===== src/rtl/acualu_pkg.sv =====
// Shared types and constants for the accumulator-ALU arbiter slice.
package acualu_pkg;

  localparam int unsigned DEF_DATA_W = 16;
  localparam int unsigned DEF_OP_W   = 8;

  // Opcode that leaves the ALU accumulator untouched.
  localparam logic [7:0] OP_NOP = 8'h00;

  typedef enum logic [1:0] {
    IDLE  = 2'd0,
    ISSUE = 2'd1,
    WAIT  = 2'd2,
    RESP  = 2'd3
  } state_t;

endpackage


===== src/rtl/acualu_arbiter_rr.sv =====
// Combinational round-robin picker: first requester after 'last', with wrap.
module rr_arbiter #(
  parameter int unsigned N_REQ = 4,
  parameter int unsigned IW    = $clog2(N_REQ)
) (
  input  logic [N_REQ-1:0] req,
  input  logic [IW-1:0]    last,
  output logic [N_REQ-1:0] gnt,
  output logic [IW-1:0]    gnt_idx,
  output logic             any
);

  logic [IW-1:0] idx;

  // Scan last+1, last+2, ... (mod N_REQ); the first requester seen wins.
  always_comb begin
    gnt     = '0;
    gnt_idx = '0;
    any     = 1'b0;
    idx     = '0;
    for (int unsigned k = 1; k <= N_REQ; k++) begin
      idx = IW'((32'(last) + k) % N_REQ);
      if (!any && req[idx]) begin
        any      = 1'b1;
        gnt[idx] = 1'b1;
        gnt_idx  = idx;
      end
    end
  end

endmodule


===== src/rtl/acualu_arbiter.sv =====
// Round-robin sequencer sharing one accumulator ALU among N_REQ requesters.
// One job in flight: accept, issue for one cycle, wait ALU_LAT, respond.
module acualu_arbiter
  import acualu_pkg::*;
#(
  parameter int unsigned N_REQ   = 4,
  parameter int unsigned DATA_W  = DEF_DATA_W,
  parameter int unsigned OP_W    = DEF_OP_W,
  parameter int unsigned ALU_LAT = 1
) (
  input  logic                      clk,
  input  logic                      rst,
  input  logic [N_REQ-1:0]          req_valid,
  output logic [N_REQ-1:0]          req_ready,
  input  logic [N_REQ*OP_W-1:0]     req_op,
  input  logic [N_REQ*DATA_W-1:0]   req_data,
  output logic [N_REQ-1:0]          rsp_valid,
  input  logic [N_REQ-1:0]          rsp_ready,
  output logic [DATA_W-1:0]         rsp_data,
  output logic                      rsp_zero,
  output logic [OP_W-1:0]           alu_op,
  output logic [DATA_W-1:0]         alu_data_in,
  input  logic [DATA_W-1:0]         alu_data_out,
  input  logic                      alu_zero,
  output logic [$clog2(N_REQ)-1:0]  grant_id,
  output logic                      busy
);

  localparam int unsigned IW    = $clog2(N_REQ);
  localparam int unsigned CNT_W = (ALU_LAT > 1) ? $clog2(ALU_LAT) : 1;

  state_t              state_q, state_d;
  logic [IW-1:0]       last_q, last_d;
  logic [IW-1:0]       grant_id_q, grant_id_d;
  logic [OP_W-1:0]     op_q, op_d;
  logic [DATA_W-1:0]   data_q, data_d;
  logic [CNT_W-1:0]    cnt_q, cnt_d;
  logic [N_REQ-1:0]    rsp_valid_q, rsp_valid_d;
  logic [DATA_W-1:0]   rsp_data_q, rsp_data_d;
  logic                rsp_zero_q, rsp_zero_d;

  logic [N_REQ-1:0]    arb_gnt;
  logic [IW-1:0]       arb_idx;
  logic                arb_any;

  rr_arbiter #(
    .N_REQ (N_REQ),
    .IW    (IW)
  ) u_rr (
    .req     (req_valid),
    .last    (last_q),
    .gnt     (arb_gnt),
    .gnt_idx (arb_idx),
    .any     (arb_any)
  );

  // Next-state, datapath capture and ALU/handshake outputs.
  always_comb begin
    state_d     = state_q;
    last_d      = last_q;
    grant_id_d  = grant_id_q;
    op_d        = op_q;
    data_d      = data_q;
    cnt_d       = cnt_q;
    rsp_valid_d = rsp_valid_q;
    rsp_data_d  = rsp_data_q;
    rsp_zero_d  = rsp_zero_q;
    req_ready   = '0;
    alu_op      = OP_W'(OP_NOP);
    alu_data_in = '0;

    unique case (state_q)
      IDLE: begin
        // Ready is only offered to the winner, so a winner means a handshake.
        if (rst) req_ready = arb_gnt;
        if (arb_any) begin
          for (int unsigned i = 0; i < N_REQ; i++) begin
            if (arb_gnt[i]) begin
              op_d   = req_op[i*OP_W +: OP_W];
              data_d = req_data[i*DATA_W +: DATA_W];
            end
          end
          grant_id_d = arb_idx;
          last_d     = arb_idx;
          state_d    = ISSUE;
        end
      end
      ISSUE: begin
        alu_op      = op_q;
        alu_data_in = data_q;
        cnt_d       = CNT_W'(ALU_LAT - 1);
        state_d     = WAIT;
      end
      WAIT: begin
        if (cnt_q == '0) begin
          rsp_data_d = alu_data_out;
          rsp_zero_d = alu_zero;
          for (int unsigned i = 0; i < N_REQ; i++) begin
            rsp_valid_d[i] = (32'(grant_id_q) == i);
          end
          state_d = RESP;
        end else begin
          cnt_d = cnt_q - CNT_W'(1);
        end
      end
      RESP: begin
        if (rsp_ready[grant_id_q]) begin
          rsp_valid_d = '0;
          state_d     = IDLE;
        end
      end
      default: state_d = IDLE;
    endcase
  end

  // State and datapath registers; async reset discards any in-flight job.
  always_ff @(posedge clk or negedge rst) begin
    if (!rst) begin
      state_q     <= IDLE;
      last_q      <= IW'(N_REQ - 1);
      grant_id_q  <= '0;
      op_q        <= OP_W'(OP_NOP);
      data_q      <= '0;
      cnt_q       <= '0;
      rsp_valid_q <= '0;
      rsp_data_q  <= '0;
      rsp_zero_q  <= 1'b0;
    end else begin
      state_q     <= state_d;
      last_q      <= last_d;
      grant_id_q  <= grant_id_d;
      op_q        <= op_d;
      data_q      <= data_d;
      cnt_q       <= cnt_d;
      rsp_valid_q <= rsp_valid_d;
      rsp_data_q  <= rsp_data_d;
      rsp_zero_q  <= rsp_zero_d;
    end
  end

  assign rsp_valid = rsp_valid_q;
  assign rsp_data  = rsp_data_q;
  assign rsp_zero  = rsp_zero_q;
  assign grant_id  = grant_id_q;
  assign busy      = (state_q != IDLE);

endmodule

===== config.mk =====
export PLATFORM = sky130hd
export DESIGN_NAME = acualu_arbiter
export DESIGN_NICKNAME = d
export VERILOG_FILES = /design/src/rtl/acualu_pkg.sv /design/src/rtl/acualu_arbiter_rr.sv /design/src/rtl/acualu_arbiter.sv
export SDC_FILE = /design/constraint.sdc
export NUM_CORES = 1
export LEC_CHECK = 0
export CORE_MARGIN = 2
export CORE_UTILIZATION = 45
export DETAILED_ROUTE_END_ITERATION = 6
export GPL_ROUTABILITY_DRIVEN = 1
export GPL_TIMING_DRIVEN = 0
export PLACE_DENSITY = 0.92
export SKIP_LAST_GASP = 1
export SYNTH_ARGS = -nofsm -noshare
export SYNTH_HDL_FRONTEND = slang
export SYNTH_SLANG_ARGS = --single-unit
export TNS_END_PERCENT = 30

===== constraint.sdc =====
create_clock -name clk -period 5.1 [get_ports clk]
set_input_delay 1.02 -clock clk [delete_from_list [all_inputs] [get_ports clk]]
set_output_delay 1.02 -clock clk [all_outputs]
set_load 0.03 [all_outputs]

==> flow_metrics.py <==
metrics = {
    "placement": {
        "placed_cell_area_um2": 5630,
        "dp.cells": 652,
        "pre_cts_slack_ps": -40.4,
        "gp_congestion": 0.896,
        "hpwl_mm": 9.67,
        "port_buffers": 172,
    },
    "timing": {
        "slew_headroom_pct": 66.6,
        "setup_ws_ps": 189,
        "rsz0062_at_grt": "false",
        "maxSlewViolCount": 0,
        "tightest_slew_ps": 488,
        "fin_skew_ps": 6.69,
        "fmax_ghz": 0.204,
        "finalHoldViolCount": 0,
        "fin_crit_ps": 4910,
        "setup_violations": 0,
        "timing.final.crit_share_pct": 96.3,
    },
    "floorplanning": {
        "die-area_um2": 9100,
        "die_w_um": 95.4,
        "rows": 33,
        "pin_count": 175,
        "die_h_um": 95.4,
        "core_um2": 8180,
        "start_util_pct": 46.0,
    },
    "flow_run": {
        "cap_violations": 0,
    },
    "critical_path": {
        "endpoint": "req_ready[2]",
        "arrival_ps": 3890,
        "crit_path_start": "req_valid[1]",
        "r2r-start": "last_q[1]",
        "ff2ff_setup_slack_ps": 1610,
        "reg2reg_to": "op_q[1]",
        "cp-end-kind": "output pin",
        "required_ps": 4080,
        "cp-start-kind": "primary input",
        "crit_path_max_fanout": 10,
        "rr_worst_depth": 11,
        "critPathKind": "in2out",
    },
    "synthesis": {
        "ys_seq_area_share_pct": 34.0,
        "synth-main-ff-cell": "dfrtp_1",
        "synth_top_cells_by_count": "49 x dfrtp_1, 31 x inv_1, 30 x a21oi_1",
        "yosysTopAreaCell": "dfrtp_1",
        "synthesis.nets": 509,
        "synth_most_common_cell": "dfrtp_1",
        "synth_enable_flop_cells": 0,
        "synth.avg_cell_area_um2": 10.0,
        "synthArstFlopShare_pct": 100,
        "yosys_warnings": 0,
        "ys_ff_latch": 51,
        "synth_top_area_share_pct": 32.6,
        "synth_area_leaders": "dfrtp_1 33%, a311o_1 6.4%, a32oi_1 5.8%",
        "synth_area_um2": 3760,
        "synth_cells": 374,
        "synth_cell_types": 50,
    },
    "layout": {
        "final_nets": 689,
        "post-route-util_pct": 69.9,
        "diodes": 0,
        "fin_area_um2": 5720,
        "fillers": 621,
        "layoutNonFillerInstCount": 660,
        "drive_gt1_share_pct": 12.4,
        "syn_to_final_growth_pct": 52.1,
    },
    "pwr": {
        "p_switching_mw": 2.08,
        "powerDensity_nw_per_um2": 732,
        "p_total_mw": 4.19,
        "pwr-share-clk_pct": 5.9,
        "p_leak_nw": 2.31,
        "switching_share_pct": 49.7,
        "comb_power_share_pct": 76.1,
        "seq_power_share_pct": 18.0,
        "ir_worst_vdd_mv": 0.407,
        "internal_power_mw": 2.11,
    },
    "clocking": {
        "ctsHoldBuffers": 0,
        "clock_sinks": 51,
        "clock_latency_ps": 310,
        "clkTransAtPathRegs_ps": 100,
        "cts_root_buffer": "clkbuf_8",
        "cts_buffers": 5,
        "cts_tree": "done",
        "cts_max_level": 2,
        "clock_path_buffers": 2,
    },
    "grt": {
        "grt_pass1_vias": 3811,
        "antenna_found_initial": 0,
        "grt_usage_pct": 26.6,
        "grt_max_degree": 39,
        "gr-total-overflow": 0,
        "grt_pass1_wl_mm": 18.9,
    },
    "run_status": {
        "outcome": "completed",
    },
    "drt": {
        "avgRoutedWirePerCell_um": 18.9,
        "drtIter0Drc": 212,
        "drc": 0,
        "wirelength_mm": 12.5,
        "drt-pass1-iter-count": 5,
        "via_per_inst": 5.86,
        "vias": 3869,
        "postRouteAntennaNets": 0,
    },
    "hold_path": {
        "min_path_type": "reg2reg",
        "worstHoldStart": "rsp_valid[0]",
    },
}
==> routing by layer <==
metal  global-route usage, %  up-vias  wire (µm)
li1                        -     1787          -
met1                    32.2     1877       4980
met2                    46.7      189       6200
met3                    7.59       16       1150
met4                    6.67        0        170
met5                       0        -          0
==> worst min-delay path by stage <==
| stage | endpoint | cells past startpoint |
|---|---|---|
| floorplan | data_q[0] | 2 |
| global placement | rsp_valid[3] | 2 |
| detailed placement | rsp_valid[0] | 2 |
| CTS | rsp_valid[0] | 2 |
| global route | data_q[14] | 2 |
| finish | rsp_valid[0] | 2 |
==> sequential cells by signal, indices dropped and copies added (netlist names) <==
name and count:
state_q 2, op_q 8, rsp_zero 1, grant_id 2, rsp_data 16, rsp_valid 4
last_q 2, data_q 16
==> cell families (layout without fill, tap and decap cells) <==
family | after synthesis | in the layout | synth area share (%)
AO/OA/AOI/OAI | 150 | 150 | 33.2
AND/OR/NAND/NOR | 69 | 69 | 10.6
buffers and inverters | 69 | 250 | 10.1
flip-flops | 51 | 51 | 34.0
multiplexers | 23 | 23 | 8.12
adder cells (fa/ha/maj) | 12 | 12 | 3.99
==> power by group through the flow <==
stage / Clock [mW] / Sequential [mW] / Combinational [mW]
2_1_floorplan: 0 / 0.914 / 2.00
3_3_place_gp: 0 / 0.745 / 3.07
3_5_place_dp: 0 / 0.763 / 3.16
4_1_cts: 0.252 / 0.754 / 3.17
5_1_grt: 0.263 / 0.782 / 3.42
6_report: 0.246 / 0.754 / 3.19
==> area by class of cell <==
| class | count | area [µm²] | area share (%) |
|---|---|---|---|
| flip-flops and latches | 51 | 1280 | 22.4 |
| clock buffers | 6 | 72.6 | 1.27 |
| multi-input cells | 254 | 2100 | 36.7 |
| repair buffers | 173 | 1740 | 30.4 |
| plain buffers | 38 | 264 | 4.62 |
| clock inverters | 2 | 16.3 | 0.285 |
| inverters | 31 | 116 | 2.04 |
| well taps | 105 | 131 | 2.30 |
==> critical path, cell delays in order <==
cell	delay, ps
clkdlybuf4s50_1	590
mux4_2	650
nor3b_4	360
o2bb2ai_2	250
nor2_2	170
clkbuf_1	270
nor2_1	150
dlygate4sd2_1	410
==> layout by cell type (no fill, tap or decap), types with 2 or more instances in the layout <==
master | synthesis | final
a21oi_1 | 30 | 30
a21boi_0 | 24 | 24
buf_6 | 9 | 9
o21ai_0 | 4 | 4
a311o_1 | 24 | 24
dlygate4sd1_1 | 4 | 4
clkbuf_8 | 0 | 5
o21ai_2 | 2 | 2
clkbuf_1 | 10 | 11
a2bb2oi_2 | 2 | 2
nand3b_1 | 2 | 2
mux2i_1 | 2 | 2
dfrtp_1 | 49 | 49
nor2b_1 | 3 | 3
inv_1 | 31 | 31
a32oi_1 | 25 | 25
ha_1 | 12 | 12
dfstp_2 | 2 | 2
nor2_1 | 9 | 9
o221ai_1 | 24 | 24
nand2b_1 | 4 | 4
mux2_2 | 17 | 17
buf_4 | 6 | 6
mux4_2 | 3 | 3
a2111oi_4 | 2 | 2
a21o_1 | 2 | 2
buf_2 | 9 | 10
nand2_1 | 16 | 16
clkdlybuf4s50_1 | 0 | 169
and2_1 | 25 | 25
==> repair_timing <==
action                                  4_1_cts  5_1_grt
setup buffers                                 0        0
resized for setup                             1        1
endpoints found under the setup margin        1        1
==> stage by stage <==
| stage | TNS [ps] | hold WS, ps |
|---|---|---|
| floorplan | 0 | 483 |
| global placement | -2240 | 457 |
| detailed placement | -40.4 | 481 |
| CTS | 0 | 505 |
| global route | 0 | 525 |
| finish | 0 | 499 |
No activity file was read; power rests on OpenSTA's default activity.
